$ cat src/rtl/ldsync_arb_pkg.sv
// Shared types, default sizes and address decode helper for the ldsync_arb register-bank writer.
package ldsync_arb_pkg;

  localparam int unsigned NreqDef = 3;
  localparam int unsigned NregDef = 8;
  localparam int unsigned AwDef   = 3;
  localparam int unsigned DwDef   = 16;

  // Upper bound on address width the one-hot helper can decode.
  localparam int unsigned MaxAw  = 8;
  localparam int unsigned MaxReg = 256;

  typedef enum logic [1:0] {
    StIdle = 2'd0,
    StLoad = 2'd1,
    StAck  = 2'd2
  } state_e;

  // One-hot decode of addr; all-zero when addr falls outside the nreg-entry bank.
  function automatic logic [MaxReg-1:0] addr_onehot(input logic [MaxAw-1:0] addr,
                                                    input int unsigned nreg);
    logic [MaxReg-1:0] oh;
    oh = '0;
    if ({24'b0, addr} < nreg) begin
      oh[addr] = 1'b1;
    end
    return oh;
  endfunction

endpackage

$ cat src/rtl/ldsync_arb_pick.sv
// Combinational winner select: round-robin from ptr when LDSYNC_ARB_RR_EN is defined,
// otherwise fixed priority with the lowest index winning.
module ldsync_arb_pick
  import ldsync_arb_pkg::*;
#(
  parameter int unsigned NREQ = NreqDef,
  parameter int unsigned IW   = (NREQ > 1) ? $clog2(NREQ) : 1
) (
  input  logic [NREQ-1:0] req,
  input  logic [IW-1:0]   ptr,
  output logic [IW-1:0]   win,
  output logic            valid
);

  logic [31:0] base;

`ifdef LDSYNC_ARB_RR_EN
  assign base = 32'(ptr);
`else
  logic unused_ptr;
  assign unused_ptr = ^ptr;
  assign base = '0;
`endif

  always_comb begin
    int unsigned idx;
    idx   = 0;
    win   = '0;
    valid = 1'b0;
    for (int unsigned k = 0; k < NREQ; k++) begin
      idx = (base + k) % NREQ;
      if (!valid && req[idx]) begin
        valid = 1'b1;
        win   = IW'(idx);
      end
    end
  end

endmodule

$ cat src/rtl/ldsync_arb.sv
// Arbitrated load-strobe writer for a bank of hold/load registers; arbitration variant is
// selected by LDSYNC_ARB_RR_EN (round-robin when defined, fixed priority otherwise).
module ldsync_arb
  import ldsync_arb_pkg::*;
#(
  parameter int unsigned NREQ = NreqDef,
  parameter int unsigned NREG = NregDef,
  parameter int unsigned AW   = AwDef,
  parameter int unsigned DW   = DwDef
) (
  input  logic               sys_clk,
  input  logic               resetl,
  input  logic [NREQ-1:0]    req,
  input  logic [NREQ*AW-1:0] wr_addr,
  input  logic [NREQ*DW-1:0] wr_data,
  output logic [NREQ-1:0]    ack,
  output logic               err,
  output logic               busy,
  output logic [NREG-1:0]    ld,
  output logic [NREG*DW-1:0] q
);

  localparam int unsigned IW = (NREQ > 1) ? $clog2(NREQ) : 1;

  state_e                   state_q;
  logic [IW-1:0]            win_q;
  logic [DW-1:0]            data_q;
  logic [NREG-1:0]          ld_q;
  logic [NREQ-1:0]          ack_q;
  logic                     err_q;
  logic [NREG-1:0][DW-1:0]  bank_q;
  logic [IW-1:0]            ptr;

  logic [IW-1:0]            pick_win;
  logic                     pick_valid;
  logic [AW-1:0]            sel_addr;
  logic [DW-1:0]            sel_data;
  logic [NREG-1:0]          ld_next;

  ldsync_arb_pick #(
    .NREQ (NREQ),
    .IW   (IW)
  ) u_pick (
    .req   (req),
    .ptr   (ptr),
    .win   (pick_win),
    .valid (pick_valid)
  );

  assign sel_addr = wr_addr[pick_win*AW +: AW];
  assign sel_data = wr_data[pick_win*DW +: DW];
  assign ld_next  = NREG'(addr_onehot(MaxAw'(sel_addr), NREG));

`ifdef LDSYNC_ARB_RR_EN
  logic [IW-1:0] ptr_q;

  always_ff @(posedge sys_clk or negedge resetl) begin
    if (!resetl) begin
      ptr_q <= '0;
    end else if (state_q == StIdle && pick_valid) begin
      ptr_q <= (pick_win == IW'(NREQ - 1)) ? '0 : pick_win + 1'b1;
    end
  end

  assign ptr = ptr_q;
`else
  assign ptr = '0;
`endif

  // The strobe is decoded while latching so that ld is a plain register during LOAD.
  always_ff @(posedge sys_clk or negedge resetl) begin
    if (!resetl) begin
      state_q <= StIdle;
      win_q   <= '0;
      data_q  <= '0;
      ld_q    <= '0;
      ack_q   <= '0;
      err_q   <= 1'b0;
    end else begin
      ld_q  <= '0;
      ack_q <= '0;
      err_q <= 1'b0;
      unique case (state_q)
        StIdle: begin
          if (pick_valid) begin
            win_q   <= pick_win;
            data_q  <= sel_data;
            ld_q    <= ld_next;
            state_q <= StLoad;
          end
        end
        StLoad: begin
          ack_q[win_q] <= 1'b1;
          // An empty strobe means the latched address missed the bank.
          err_q        <= (ld_q == '0);
          state_q      <= StAck;
        end
        StAck: begin
          state_q <= StIdle;
        end
        default: begin
          state_q <= StIdle;
        end
      endcase
    end
  end

  always_ff @(posedge sys_clk or negedge resetl) begin
    if (!resetl) begin
      bank_q <= '0;
    end else begin
      for (int unsigned r = 0; r < NREG; r++) begin
        if (ld_q[r]) begin
          bank_q[r] <= data_q;
        end
      end
    end
  end

  assign ld   = ld_q;
  assign ack  = ack_q;
  assign err  = err_q;
  assign busy = (state_q != StIdle);
  assign q    = bank_q;

  a_ld_onehot0 : assert property (@(posedge sys_clk) disable iff (!resetl) $onehot0(ld_q));
  a_ack_onehot0 : assert property (@(posedge sys_clk) disable iff (!resetl) $onehot0(ack_q));
  a_ld_in_load : assert property (@(posedge sys_clk) disable iff (!resetl)
                                  (ld_q != '0) |-> (state_q == StLoad));

endmodule

$ cat config.mk
export PLATFORM = sky130hd
export DESIGN_NAME = ldsync_arb
export DESIGN_NICKNAME = d
export VERILOG_FILES = /design/src/rtl/ldsync_arb_pkg.sv /design/src/rtl/ldsync_arb_pick.sv /design/src/rtl/ldsync_arb.sv
export SDC_FILE = /design/constraint.sdc
export NUM_CORES = 1
export LEC_CHECK = 0
export BUFFER_PORTS_ARGS = -buffer_cell sky130_fd_sc_hd__buf_4
export CELL_PAD_IN_SITES_DETAIL_PLACEMENT = 1
export CELL_PAD_IN_SITES_GLOBAL_PLACEMENT = 2
export CORE_MARGIN = 5
export CORE_UTILIZATION = 31
export CTS_CLUSTER_DIAMETER = 40
export DETAILED_ROUTE_END_ITERATION = 10
export PLACE_DENSITY_LB_ADDON = 0.1
export SLEW_MARGIN = 10
export SYNTH_ARGS = -nofsm -noshare
export SYNTH_HDL_FRONTEND = slang
export SYNTH_SLANG_ARGS = --single-unit
$ cat constraint.sdc
create_clock -name sys_clk -period 1.3 [get_ports sys_clk]
set_clock_uncertainty 0.1 [all_clocks]
set_input_delay 0.26 -clock sys_clk [delete_from_list [all_inputs] [get_ports sys_clk]]
set_output_delay 0.26 -clock sys_clk [all_outputs]
set_load 0.05 [all_outputs]
==> results of run 1 <==
power breakdown:
part | total (mW) | leakage [nW] | internal, mW | switching [mW]
combinational | 17.6 | 2.60 | 7.17 | 10.4
clock | 4.77 | 0.266 | 2.75 | 2.02
sequential | 9.91 | 1.92 | 7.37 | 2.54
repair_timing:
action	CTS	global route
endpoints found under the setup margin	160	201
setup buffers	34	13
resized for setup	168	32
cloned	1	3
endpoints found under the hold margin	168	0
pin swaps	5	5
hold buffers	9	0
logic make-up after synthesis:
group           count (synthesis)
compound gates                 59
buf+inv                        34
flops                         160
mux                           128
simple gates                   68
worst min-delay path: stages:
cell     delay, ns
buf_4         0.11
nand2_1       0.05
a31oi_1       0.08
synthesized netlist by cell type, types with 2 or more instances:
cell	instances
nor4_2	7
buf_2	16
buf_4	3
nand2b_1	7
clkbuf_1	10
o221a_4	2
nor3b_1	2
o221ai_2	2
buf_6	2
o2bb2ai_1	7
a31oi_1	10
nand3b_1	10
a21o_1	10
nor4_1	3
nor2_1	4
or4b_4	3
mux2_1	128
o211ai_1	6
a21oi_1	18
or3b_1	6
nand2_1	20
dfrtp_1	160
inv_2	2
stage by stage:
stage | power, mW | std cells | setup WS (ns) | setup TNS (ns) | area [um2]
after floorplan | 19.08 | 449 | -0.08438 | -7.006 | 6829
after global placement | 24.43 | 928 | -0.2368 | -5.236 | 8750
after detailed placement | 24.72 | 928 | -0.2835 | -5.876 | 8750
after CTS | 32.15 | 1004 | -0.3393 | -12.76 | 10310
after global routing | 33.75 | 1016 | -0.3879 | -15.32 | 10600
final | 32.30 | 1016 | -0.3059 | -7.080 | 10600
sequential cells by signal, summed over array words and instances, names as in the netlist:
register  flops
win_q         2
ld            8
q           128
state_q       2
data_q       16
ack           3
err           1
final timing paths:
check / from / to / slack, ns / depth (start not counted)
max in group asynchronous: resetl / q[17] / 0.35 / 3
setup reg to reg: state_q[0] / ld[1] / -0.18 / 7
setup / recovery: state_q[0] / busy / -0.31 / 4
hold reg to reg: q[70] / q[70] / 0.41 / 1
hold / removal: wr_data[10] / data_q[10] / 0.02 / 3
min in group asynchronous: resetl / q[18] / 0.21 / 2
layer usage:
layer,wire (um),GRT usage (%)
met4,216,4.458
met2,10130,28.25
met1,8779,21.77
met5,0,0
met3,1071,4.172
placed cells by master (no fill, tap or decap), types with 3 or more instances in the layout:
cell type        n
clkbuf_16       20
clkinvlp_4       4
or3b_1           6
buf_6          147
o221a_4          3
dfrtp_4          3
a21o_1          10
dlygate4sd3_1    9
mux2_1         106
nor4_4           8
nor2_1           3
dfrtp_1        152
dfrtp_2          5
nand2_1         20
clkinv_4         4
o2bb2ai_1        7
buf_4          108
nand3b_1        10
o211ai_1         6
a31oi_1          9
a21oi_1         13
nand2b_1         7
buf_12          16
buf_8            7
a21oi_2          5
or4b_4           3
mux2_4          22
layout make-up:
cell class | count | area [um2]
clock buffers | 21 | 460.4
clock inverters | 11 | 108.9
fillers | 2088 | 10290
inverters | 3 | 21.27
multi-input cells | 255 | 2581
flip-flops and latches | 160 | 4021
well taps | 275 | 344.1
repair buffers | 290 | 3057
repair inverters | 1 | 8.758
==> impl_metrics.py, run 1 <==
metrics = {
    "floorplanning": {
        "ioPinCount": 203,
        "fp.dieW_um": 155.2,
        "core_um2": 20890,
        "start_util_pct": 31.27,
        "die_y_um": 155.2,
        "rows": 53,
        "dieArea_um2": 24080,
    },
    "cells_and_area": {
        "diodes": 0,
        "drive_gt1_share_pct": 50.20,
        "syn_to_final_growth_pct": 62.31,
        "fin_nets": 790,
        "utilization_pct": 50.76,
    },
    "route": {
        "firstDrtPassIters": 4,
        "drc": 0,
        "routedWlPerCell_um": 19.88,
        "via_count": 4753,
        "vias_per_cell": 4.678,
        "drtIter0Drc": 128,
        "postRouteAntennaNets": 0,
        "routed_wl_um": 20200,
    },
    "logic_synthesis": {
        "synth-xor-area-share_pct": 0,
        "syn_inst": 449,
        "synthFlopType": "dfrtp_1",
        "ys_warn_count": 0,
        "yosysSeqAreaShare_pct": 61.29,
        "synth_top_cell_by_area": "dfrtp_1",
        "synth-edff-count": 0,
        "synth_compound_area_share_pct": 6.819,
        "synth.distinct_cells": 34,
        "synthArstFlopShare_pct": 100.0,
        "yosys-top-cells-area": "dfrtp_1 (61%), mux2_1 (22%), a21oi_1 (1.4%)",
        "synthSimpleGateAreaFrac_pct": 7.163,
        "muxShareOfSynthArea_pct": 22.06,
        "ys_ff_latch": 160,
        "synth_fa_ha_area_share_pct": 0,
        "syn_area_um2": 6533,
        "synth_top_area_share_pct": 61.29,
        "syn_avg_cell_area_um2": 14.55,
        "synth_top_family_by_area": "multiplexers",
        "syn-num-nets": 511,
    },
    "global_routing": {
        "grt_usage_pct": 16.81,
        "grt_pass1_vias": 5311,
        "antenna_found_initial": 0,
        "grt-ovfl-total": 0,
        "grt_start_max_net_pins": 35,
        "grt_pass1_wl_um": 31330,
    },
    "sta": {
        "whs_ns": 0.01952,
        "worst_pin_slew_ns": 0.8821,
        "slew_violations": 0,
        "period_needed_ns": 1.606,
        "slew_headroom_pct": 41.19,
        "finalHoldViolCount": 0,
        "setup_viol": 164,
        "setup_ws_ns": -0.3059,
        "rsz0062_at_grt": "true",
        "fin_crit_sh_pct": 123.5,
        "max_freq_mhz": 622.7,
    },
    "critical_path": {
        "path_cells": "nor2_4, buf_6, inv_4, buf_8",
        "slowest_delay_ns": 0.41,
        "path_max_fanout": 3,
        "crit_arrival_ns": 1.25,
        "crit_buf_inv": 3,
        "criticalPathCategory": "register to primary output",
        "required_ns": 0.94,
        "critPathTopFamily": "flip-flops",
        "crit_slowest_cell": "dfrtp_1",
        "cp-end-kind": "primary output",
        "cp-start-kind": "register",
    },
    "placement": {
        "place_congestion": 0.7564,
        "io_buffers": 202,
        "dp_hpwl_um": 14510,
    },
    "clock_network": {
        "cts_tree": "yes",
        "clkSinkCount": 160,
        "clk_path_buf_depth": 2,
        "cts-root-buf": "clkbuf_16",
        "clk_pin_slew_ns": 0.07,
        "clock_latency_ns": 0.42,
        "cts_made_buffers": 17,
        "cts_max_level": 4,
    },
    "pwr": {
        "powerDensity_nw_per_um2": 3046,
        "p_leak_nw": 4.784,
        "ir_worst_vdd_mv": 1.120,
    },
    "status": {
        "violations": "negative setup slack",
        "status": "complete, but fails checks",
    },
    "job": {
        "timing.max_cap.violations": 0,
    },
    "worst_hold_path": {
        "hp-class": "primary input to register",
    },
}
Power figures use the tool's default switching activity.
==> run 2, diff against run 1 <==
--- a/config.mk
+++ b/config.mk
@@ -12,6 +12,7 @@
 export CORE_UTILIZATION = 31
 export CTS_CLUSTER_DIAMETER = 40
 export DETAILED_ROUTE_END_ITERATION = 10
+export MAX_ROUTING_LAYER = met4
 export PLACE_DENSITY_LB_ADDON = 0.1
 export SLEW_MARGIN = 10
 export SYNTH_ARGS = -nofsm -noshare
==> run 2 against run 1 <==
  * The run still ends with negative setup slack left
  * Critical path depth did not move
  * Cell count stayed put
  * Sequential power is essentially flat
  * Routed wire length grew 0.13%
  * Critical path type unchanged
  * Largest cell class unchanged
  * Largest power group unchanged
==> impl_metrics.py, run 2 (synthesis gave the netlist of run 1 again) <==
metrics = {
    "clock_network": {
        "clk_pin_slew_ns": 0.07,
        "clock_latency_ns": 0.41,
        "cts_max_level": 4,
        "clk_path_buf_depth": 2,
        "cts_made_buffers": 17,
        "cts-root-buf": "clkbuf_16",
        "clkSinkCount": 160,
        "cts_tree": "yes",
    },
    "floorplanning": {
        "rows": 53,
        "ioPinCount": 203,
        "start_util_pct": 31.27,
        "core_um2": 20890,
        "dieArea_um2": 24080,
        "fp.dieW_um": 155.2,
        "die_y_um": 155.2,
    },
    "cells_and_area": {
        "syn_to_final_growth_pct": 62.31,
        "fin_nets": 790,
        "fin_area_um2": 10600,
        "drive_gt1_share_pct": 50.20,
        "largest_reg_flops": 128,
        "diodes": 0,
        "final_common_cell": "dfrtp_1",
        "final_cell_mix": "dfrtp_1 (152), buf_6 (147), buf_4 (108)",
    },
    "pwr": {
        "powerDensity_nw_per_um2": 3046,
        "switchingPower_mw": 15.00,
        "seq_power_share_pct": 30.7,
        "p_leak_nw": 4.784,
        "comb_power_share_pct": 54.6,
        "p_total_mw": 32.29,
        "ir_worst_vdd_mv": 1.120,
        "switching_share_pct": 46.44,
        "internal-power_mw": 17.30,
        "p_clk_share_pct": 14.8,
    },
    "sta": {
        "max_freq_mhz": 624.2,
        "fin_crit_sh_pct": 123.2,
        "rsz0062_at_grt": "true",
        "setup_viol": 162,
        "slew_violations": 0,
        "tns_ns": -6.709,
        "slew_headroom_pct": 41.38,
        "period_needed_ns": 1.602,
        "setup_ws_ns": -0.3022,
        "finalHoldViolCount": 0,
        "worst_pin_slew_ns": 0.8793,
    },
    "global_routing": {
        "grt-ovfl-total": 0,
        "grt_pass1_wl_um": 31310,
        "grt_start_max_net_pins": 35,
        "antenna_found_initial": 0,
        "grt_pass1_vias": 5310,
        "grt_usage_pct": 17.35,
    },
    "worst_hold_path": {
        "hold_depth": 3,
        "hp-class": "primary input to register",
    },
    "status": {
        "violations": "negative setup slack",
        "status": "complete, but fails checks",
    },
    "route": {
        "via_count": 4740,
        "postRouteAntennaNets": 0,
        "drc": 0,
        "firstDrtPassIters": 4,
        "vias_per_cell": 4.665,
        "drtIter0Drc": 131,
        "routed_wl_um": 20230,
        "routedWlPerCell_um": 19.91,
    },
    "critical_path": {
        "timing.critical_path.depth": 4,
        "path_max_fanout": 3,
        "criticalPathCategory": "register to primary output",
        "reg2reg_depth": 7,
        "critPathTopFamily": "flip-flops",
        "cp-start-kind": "register",
        "crit_arrival_ns": 1.24,
        "crit_slowest_cell": "dfrtp_1",
        "cp-end-kind": "primary output",
        "required_ns": 0.94,
        "slowest_delay_ns": 0.41,
        "crit_buf_inv": 3,
        "path_cells": "nor2_4, buf_6, inv_4, buf_8",
        "reg2reg_slack_ns": -0.18,
    },
    "placement": {
        "io_buffers": 202,
        "placed_area_um2": 8750,
        "dp_hpwl_um": 14510,
        "place_congestion": 0.7673,
    },
    "job": {
        "timing.max_cap.violations": 0,
    },
}
run 2: worst register-to-register path, cell delays in order, from the launching register on:
cell and delay, ns:
dfrtp_1 0.41, nor2_4 0.13, buf_4 0.12, buf_6 0.08
buf_8 0.10, nand2_8 0.07, buf_12 0.15, nor4_4 0.23
run 2: path summary, 6_finish.rpt:
kind / start / endpoint
setup reg to reg: state_q[0] / ld[1]
hold reg to reg: q[70] / q[70]
min in group asynchronous: resetl / q[18]
max in group asynchronous: resetl / q[17]
setup / recovery: state_q[0] / busy
hold / removal: wr_data[10] / data_q[10]
run 2: area by class of cell:
cell class / count / area (um2)
repair inverters: 1 / 8.758
clock inverters: 11 / 108.9
inverters: 3 / 21.27
fillers: 2090 / 10290
well taps: 275 / 344.1
multi-input cells: 255 / 2581
flip-flops and latches: 160 / 4021
clock buffers: 21 / 460.4
repair buffers: 290 / 3057
run 2: per-layer routing:
metal	wire length [um]	up-vias	global-route usage, %
met5	0	-	-
li1	-	2184	-
met4	182	0	4.331
met2	10150	127	28.23
met3	1045	10	4.172
met1	8842	2419	21.95
run 2: power groups by stage:
stage,Sequential (mW),Combinational [mW],Clock [mW]
3_5_place_dp,9.74,15.0,0
2_1_floorplan,16.1,3.02,0
3_3_place_gp,9.62,14.8,0
5_1_grt,10.3,18.3,5.14
4_1_cts,9.93,17.3,4.89
6_report,9.91,17.6,4.76
run 2: per-stage QoR:
stage | util, % | std cells | worst slack (ns) | hold WS, ns
detailed placement | 41.89 | 928 | -0.2835 | 0.06113
global route | 50.76 | 1016 | -0.3899 | 0.003472
global placement | 41.89 | 928 | -0.2368 | 0.05801
floorplan | - | 449 | -0.08438 | -0.1356
finish | 50.76 | 1016 | -0.3022 | 0.02303
CTS | 49.34 | 1004 | -0.3393 | 0.002595
run 2: what timing repair did:
action,CTS,global route
hold buffers,9,0
setup endpoints to repair,160,202
endpoints found under the hold margin,168,0
buffers inserted,34,13
pin swaps,5,5
gates resized for setup,168,32
cloned,1,3
